$ cat src/rtl/rv_ctrl_pkg.sv
// Shared control definitions for the RISC-V multi-cycle sequencer:
// FSM state encoding, major opcode constants and the EBREAK word.
package rv_ctrl_pkg;

  typedef enum logic [2:0] {
    S_IDLE  = 3'd0,
    S_FETCH = 3'd1,
    S_EXEC  = 3'd2,
    S_MEM   = 3'd3,
    S_WB    = 3'd4,
    S_HALT  = 3'd5
  } state_e;

  localparam logic [6:0] OP_NONE   = 7'b0000000;
  localparam logic [6:0] OP_LOAD   = 7'b0000011;
  localparam logic [6:0] OP_STORE  = 7'b0100011;
  localparam logic [6:0] OP_BRANCH = 7'b1100011;
  localparam logic [6:0] OP_JAL    = 7'b1101111;
  localparam logic [6:0] OP_JALR   = 7'b1100111;
  localparam logic [6:0] OP_SYSTEM = 7'b1110011;

  localparam logic [31:0] EBREAK = 32'h0010_0073;

endpackage

$ cat src/rtl/pc_unit.sv
// Program counter with a latched next-PC (branch target or PC+1, wrapping).
// Ports: clk, rst, latch_i (capture next PC), load_i (commit next PC),
//        br_taken/br_target (branch decision), pc (current PC).
module pc_unit #(
  parameter int ADDR_W   = 7,
  parameter int RESET_PC = 0
) (
  input  logic              clk,
  input  logic              rst,
  input  logic              latch_i,
  input  logic              load_i,
  input  logic              br_taken,
  input  logic [ADDR_W-1:0] br_target,
  output logic [ADDR_W-1:0] pc
);

  logic [ADDR_W-1:0] pc_q, pc_d;
  logic [ADDR_W-1:0] npc_q, npc_d;

  always_comb begin
    pc_d  = pc_q;
    npc_d = npc_q;
    if (latch_i)
      npc_d = br_taken ? br_target : pc_q + ADDR_W'(1);
    if (load_i)
      pc_d = npc_q;
  end

  always_ff @(posedge clk or posedge rst) begin
    if (rst) begin
      pc_q  <= ADDR_W'(RESET_PC);
      npc_q <= ADDR_W'(RESET_PC);
    end else begin
      pc_q  <= pc_d;
      npc_q <= npc_d;
    end
  end

  assign pc = pc_q;

endmodule

$ cat src/rtl/core_sequencer.sv
// Multi-cycle control FSM: fetch over req/ack, hold IR, stall on data memory,
// gate rf/dmem writes to once per instruction, count retired instructions.
// Ports: clk, rst, run; imem_req/addr/ack/rdata; instr, addr_mem to decoder;
//        opcode, dec_RW, dec_MW, br_taken, br_target from decoder/ALU;
//        dmem_req/we/ack; rf_we; halt; instret.
module core_sequencer
  import rv_ctrl_pkg::*;
#(
  parameter int ADDR_W   = 7,
  parameter int RESET_PC = 0,
  parameter int CNT_W    = 16
) (
  input  logic              clk,
  input  logic              rst,
  input  logic              run,
  output logic              imem_req,
  output logic [ADDR_W-1:0] imem_addr,
  input  logic              imem_ack,
  input  logic [31:0]       imem_rdata,
  output logic [31:0]       instr,
  output logic [ADDR_W-1:0] addr_mem,
  input  logic [6:0]        opcode,
  input  logic              dec_RW,
  input  logic              dec_MW,
  input  logic              br_taken,
  input  logic [ADDR_W-1:0] br_target,
  output logic              dmem_req,
  output logic              dmem_we,
  input  logic              dmem_ack,
  output logic              rf_we,
  output logic              halt,
  output logic [CNT_W-1:0]  instret
);

  state_e            state_q, state_d;
  logic [31:0]       ir_q, ir_d;
  logic [ADDR_W-1:0] addr_q, addr_d;
  logic [CNT_W-1:0]  instret_q, instret_d;
  logic              imem_req_q, imem_req_d;
  logic              dmem_req_q, dmem_req_d;
  logic              halt_q, halt_d;
  logic [ADDR_W-1:0] pc;

  pc_unit #(
    .ADDR_W   (ADDR_W),
    .RESET_PC (RESET_PC)
  ) u_pc (
    .clk       (clk),
    .rst       (rst),
    .latch_i   (state_q == S_EXEC),
    .load_i    (state_q == S_WB),
    .br_taken  (br_taken),
    .br_target (br_target),
    .pc        (pc)
  );

  always_comb begin
    state_d   = state_q;
    ir_d      = ir_q;
    addr_d    = addr_q;
    instret_d = instret_q;
    unique case (state_q)
      S_IDLE:  if (run) state_d = S_FETCH;
      S_FETCH: begin
        if (imem_ack) begin
          ir_d    = imem_rdata;
          addr_d  = pc;
          state_d = S_EXEC;
        end
      end
      S_EXEC: begin
        if (opcode == OP_NONE || ir_q == EBREAK)
          state_d = S_HALT;
        else if (opcode == OP_LOAD || opcode == OP_STORE)
          state_d = S_MEM;
        else
          state_d = S_WB;
      end
      S_MEM:   if (dmem_ack) state_d = S_WB;
      S_WB: begin
        instret_d = instret_q + CNT_W'(1);
        state_d   = run ? S_FETCH : S_IDLE;
      end
      S_HALT:  state_d = S_HALT;
      default: state_d = S_IDLE;
    endcase
    // Registered strobes follow the state being entered.
    imem_req_d = (state_d == S_FETCH);
    dmem_req_d = (state_d == S_MEM);
    halt_d     = (state_d == S_HALT);
  end

  always_ff @(posedge clk or posedge rst) begin
    if (rst) begin
      state_q    <= S_IDLE;
      ir_q       <= '0;
      addr_q     <= ADDR_W'(RESET_PC);
      instret_q  <= '0;
      imem_req_q <= 1'b0;
      dmem_req_q <= 1'b0;
      halt_q     <= 1'b0;
    end else begin
      state_q    <= state_d;
      ir_q       <= ir_d;
      addr_q     <= addr_d;
      instret_q  <= instret_d;
      imem_req_q <= imem_req_d;
      dmem_req_q <= dmem_req_d;
      halt_q     <= halt_d;
    end
  end

  assign imem_req  = imem_req_q;
  assign imem_addr = pc;
  assign instr     = ir_q;
  assign addr_mem  = addr_q;
  assign dmem_req  = dmem_req_q;
  assign halt      = halt_q;
  assign instret   = instret_q;
  // Write strobes are state-decoded so they cannot leak outside WB / MEM.
  assign rf_we     = (state_q == S_WB)  & dec_RW;
  assign dmem_we   = (state_q == S_MEM) & dec_MW;

endmodule

$ cat config.mk
export PLATFORM = sky130hd
export DESIGN_NAME = core_sequencer
export DESIGN_NICKNAME = d
export VERILOG_FILES = /design/src/rtl/rv_ctrl_pkg.sv /design/src/rtl/pc_unit.sv /design/src/rtl/core_sequencer.sv
export SDC_FILE = /design/constraint.sdc
export NUM_CORES = 1
export LEC_CHECK = 0
export BUFFER_PORTS_ARGS = -buffer_cell sky130_fd_sc_hd__buf_2
export CAP_MARGIN = 20
export CORE_MARGIN = 2
export CORE_UTILIZATION = 45
export DETAILED_ROUTE_END_ITERATION = 8
export PLACE_DENSITY = 0.81
export SYNTH_ARGS = -nofsm -noshare
export SYNTH_HDL_FRONTEND = slang
export SYNTH_HIERARCHICAL = 1
export SYNTH_SLANG_ARGS = --single-unit
$ cat constraint.sdc
create_clock -name clk -period 1.45 [get_ports clk]
set_input_delay 0.0725 -clock clk [delete_from_list [all_inputs] [get_ports clk]]
set_output_delay 0.0725 -clock clk [all_outputs]
set_load 0.01 [all_outputs]
# After elaboration in Yosys (flattened, before gate mapping)
# Cells that the tools add are included.
# totals
n_memories,0
rom_bits,0
ramBits,0
ff_bits,75
elab_cells,37
latch_bits,0
out_inout_bits,67
# classes
n_reduce_logical,5
multipliers,0
bitwise_logic,2
shift,0
eq_ne,11
mux,8
n_div,0
order_cmp,0
n_addsub,2
# ops
operator,count
"32-bit by 21-bit == test with 1-bit output, second input constant",1
3-bit one-hot mux with 6 select lines,1
"16-bit by 1-bit adder with 16-bit output, second input constant",1
3-bit 2-to-1 mux,5
"3-bit by 2-bit == test with 1-bit output, second input constant",3
"3-bit == test, second input constant",3
"7-bit by 1-bit adder with 7-bit output, second input constant",1
"7-bit by 2-bit == test with 1-bit output, second input constant",1
"7-bit by 6-bit == test with 1-bit output, second input constant",1
7-bit logical NOT,1
7-bit 2-to-1 mux,1
"3-bit by 1-bit == test with 1-bit output, second input constant",2
3-bit logical NOT,1
1-bit bitwise AND,2
1-bit logical OR,2
2-bit AND reduction,1
1-bit 2-to-1 mux,1

# Logic depth before layout (Yosys ltp)
# logic_depth
ltp_word,6
mapped_depth,7

# Cells and area by module
# Netlist, hierarchy kept.
# by_module_without_submodules
module,cells_per_inst,area_each_um2,instances,seq_area_each_um2
core_sequencer,195,2641.3,1,1526.5
pc_unit,63,693.2,1,350.3

# Worst setup path before layout
# OpenSTA, ideal clock, no wires.
# synth_path
kind,reg2reg
startpoint,reg state_q[1]
endpoint,"reg u_pc.pc_q[0], in the netlist u_pc/pc[0]"
t_arrival_ns,1.502
setup_slack_ns,-0.177
stages_incl_launch_ff,5
setup_ns,0.125
t_required_ns,1.325
period_less_slack_ns,1.627
path_cell_list,dfrtp_1 buf_6 nor3b_4 clkbuf_1 mux2_2
# synth_via
elab_chain_len,1
# synth_lines
element,line_no,rtl
start: declaration,core_sequencer.sv:35,"state_e state_q, state_d;"
start signal: assignment,core_sequencer.sv:103,state_q <= state_d;
3-bit == test,core_sequencer.sv:51,".load_i (state_q == S_WB),"
end signal: assignment,pc_unit.sv:31,pc_q <= ADDR_W'(RESET_PC);
end signal: assignment,pc_unit.sv:34,pc_q <= pc_d;
end: declaration,pc_unit.sv:17,"logic [ADDR_W-1:0] pc_q, pc_d;"
# No other way between the ends.
# A chain may end at the register's enable or synchronous reset.

# Worst setup path after layout
# layout_path
startpoint,reg state_q[2]
endpoint,"reg ir_q[24], in the netlist instr[24]"
# layout_via
elab_chain_len,2
# layout_lines
element,line_no,rtl
3-bit by 1-bit == test with 1-bit output,core_sequencer.sv:62,unique case (state_q)
2-bit AND reduction (no source line),n/a,
end signal: assignment,core_sequencer.sv:104,ir_q <= ir_d;
end: declaration,core_sequencer.sv:36,"logic [31:0] ir_q, ir_d;"
# No other way between the ends.

==> flow_metrics.env <==
export IMPL_synth_cell_types=46
export IMPL_cts_sinks=75
export IMPL_startpoint_type="register"
export IMPL_slew_violations=0
export IMPL_p_leak_nw=2.70
export IMPL_setup_violations_final=49
export IMPL_path_clk_slew_ns=0.09
export IMPL_grt_pass1_wl_um=14400
export IMPL_violations="negative setup slack"
export IMPL_area_growth_synth_to_final_pct=64.4
export IMPL_drc=0
export IMPL_drive_gt1_share_pct=58.0
export IMPL_synth_top_area_share_pct=56.3
export IMPL_grtUsageTotal_pct=21.9
export IMPL_place_hpwl_um=5460
export IMPL_clock_skew_final_ns=0.0166
export IMPL_cts_buffer_depth=2
export IMPL_first_iter_violations=112
export IMPL_ant_nets=0
export IMPL_worst_slack_ns=-0.171
export IMPL_grt_pass1_vias=3010
export IMPL_root_buffer="clkbuf_8"
export IMPL_syn_cell_area_um2=3330
export IMPL_crit_path_end_kind="register"
export IMPL_die_w_um=90.1
export IMPL_finalHoldViolCount=0
export IMPL_via_per_inst=5.09
export IMPL_synth_seq_cells=75
export IMPL_timing_final_crit_share_pct=112
export IMPL_rows=31
export IMPL_final_cell_area_um2=5480
export IMPL_fp_dieH_um=90.1
export IMPL_synth_edf_count=0
export IMPL_critPathArrivalTime_ns=1.83
export IMPL_hold_class="in -> reg"
export IMPL_die_area_um2=8110
export IMPL_crit_type="reg -> reg"
export IMPL_cts_tree="built"
export IMPL_final_cell_mix="buf_2, dfrtp_1, mux2_4"
export IMPL_crit_buf_inv=2
export IMPL_path_delay_family="simple AND/OR/NAND/NOR gates"
export IMPL_htreeDepth=3
export IMPL_outcome="finished, violations left"
export IMPL_maxSlewHeadroom_pct=65.6
export IMPL_place_gp_congestion=0.790
export IMPL_worst_hold_slack_ns=0.0353
export IMPL_cellPowerDensity_nw_per_um2=1970
export IMPL_wire_per_inst_um=16.6
export IMPL_syn_inst=258
export IMPL_start_util_pct=46.2
export IMPL_insertion_delay_ns=0.33
export IMPL_portBuffers=120
export IMPL_crit_required_ns=1.66
export IMPL_cpPeakStageDelay_ns=0.40
export IMPL_cts_buffers=9
export IMPL_cp_max_fo=10
export IMPL_antennaDiodeCount=0
export IMPL_syn_avg_cell_area_um2=12.9
export IMPL_wirelength_um=9380
export IMPL_ys_seq_area_share_pct=56.3
export IMPL_synth_flop_cell="dfrtp_1"
export IMPL_num_vias=2879
export IMPL_first_pass_iters=4
export IMPL_place_area_um2=4260
export IMPL_max_freq_mhz=617
export IMPL_rsz0062_at_grt="yes"
export IMPL_worst_slew_pin_slew_ns=0.516
export IMPL_netlist_top_cells_area="dfrtp_1, mux2_2, xor2_1"
export IMPL_grt_start_max_net_pins=36
export IMPL_antenna_found_initial=0
export IMPL_synth_top_area_cell="dfrtp_1"
export IMPL_post_route_util_pct=76.0
export IMPL_grt_overflow=0
export IMPL_pre_cts_ws_ns=-0.144
export IMPL_yosys_warnings=6
export IMPL_cpMaxStageDelayCell="dfrtp_1"
export IMPL_path_cells="and2b_1 -> nor3b_4 -> buf_6 -> clkbuf_16 -> mux2_2"
export IMPL_ys_async_sr_fraction_pct=100
export IMPL_core_um2=7210
export IMPL_io_pins=121
export IMPL_final_net_count=518
export IMPL_irDropWorstVdd_mv=1.28
export IMPL_final_common_cell="buf_2"
export IMPL_synth_fp_nets=314
export IMPL_cap_violations=0
export IMPL_finalCriticalPeriod_ns=1.62
[kinds of logic (layout without fill, tap and decap cells)]
kind of cell	after synthesis	count (layout)	synth area share [%]
adders and majority gates	2	2	0.750
buffers and inverters	17	226	2.36
and+or+nand+nor	76	76	15.2
DFF	75	75	56.3
AOI/OAI and AO/OA	21	21	4.20
xor gates and xnor gates	18	18	4.73
muxes	49	49	16.5
[synth_stat cells, drive strengths merged (5+ instances only)]
library cell and number:
nand3 9, mux2 48, xor2 11, buf 7, dfrtp 75, nand4 6, nand2 10, o21ai 5
nor2 9, nor4 5, xnor2 7, nor3 7, inv 8
[registers in the layout (all words and copies together) (netlist names)]
signal,cells
instret,16
halt,1
instr,32
addr_mem,7
u_pc/npc_q,7
state_q,3
imem_req,1
dmem_req,1
u_pc/pc,7
[tightest hold or removal path, delay by kind of cell]
family          cells  cell delay [ns]
compound gates      2             0.19
buf+inv             1             0.07
[layer usage]
layer / routed length (um) / GRT usage (%) / share of wire [%] / up-vias
li1: - / - / - / 1325
met1: 3860 / 26.1 / 41 / 1454
met2: 4990 / 39.7 / 53 / 90
met3: 416 / 4.11 / 4.4 / 10
met4: 116 / 7.56 / 1.2 / 0
met5: 0 / 0 / 0 / -
[what timing repair did]
item,4_1_cts,5_1_grt
hold endpoints to repair,110,0
pin swaps,6,22
setup endpoints to repair,59,62
gates resized for setup,45,53
buffers inserted,6,7
hold buffers,36,0
gates cloned,3,1
[metrics by stage]
stage | power, W | std cells | TNS (ns)
global route | 0.0114 | 566 | -8.37
detailed placement | 0.00723 | 497 | -6.03
global placement | 0.00707 | 497 | -4.83
CTS | 0.0101 | 558 | -4.51
finish | 0.0108 | 566 | -5.73
floorplan | 0.00561 | 258 | -1.63
[layout make-up]
type                       count  area (um^2)
tap                           99          124
timing repair inverter         1         7.51
fill                         487         1730
clock inverter                 4          120
sequential                    75         1880
inverter                       8         38.8
multi-input combinational    166         1730
timing repair buffer         201         1430
clock buffer                  12          155
[power by group]
group	internal [W]	switching [W]	leakage (nW)
combinational	0.00291	0.00204	1.64
clock	0.00141	0.000733	0.137
sequential	0.00294	0.000797	0.930
[worst paths after layout]
| check | from | end | slack (ns) | depth (start not counted) |
|---|---|---|---|---|
| max | state_q[2] | instr[24] | -0.17 | 5 |
| min | br_target[0] | u_pc/npc_q[0] | 0.04 | 3 |
| max reg2reg | state_q[2] | instr[24] | -0.17 | 5 |
| min reg2reg | instret[15] | instret[15] | 0.47 | 1 |
| max in group asynchronous | rst | state_q[0] | 0.68 | 4 |
| min in group asynchronous | rst | u_pc/pc[2] | 0.33 | 3 |
Power figures use the tool's default switching activity.
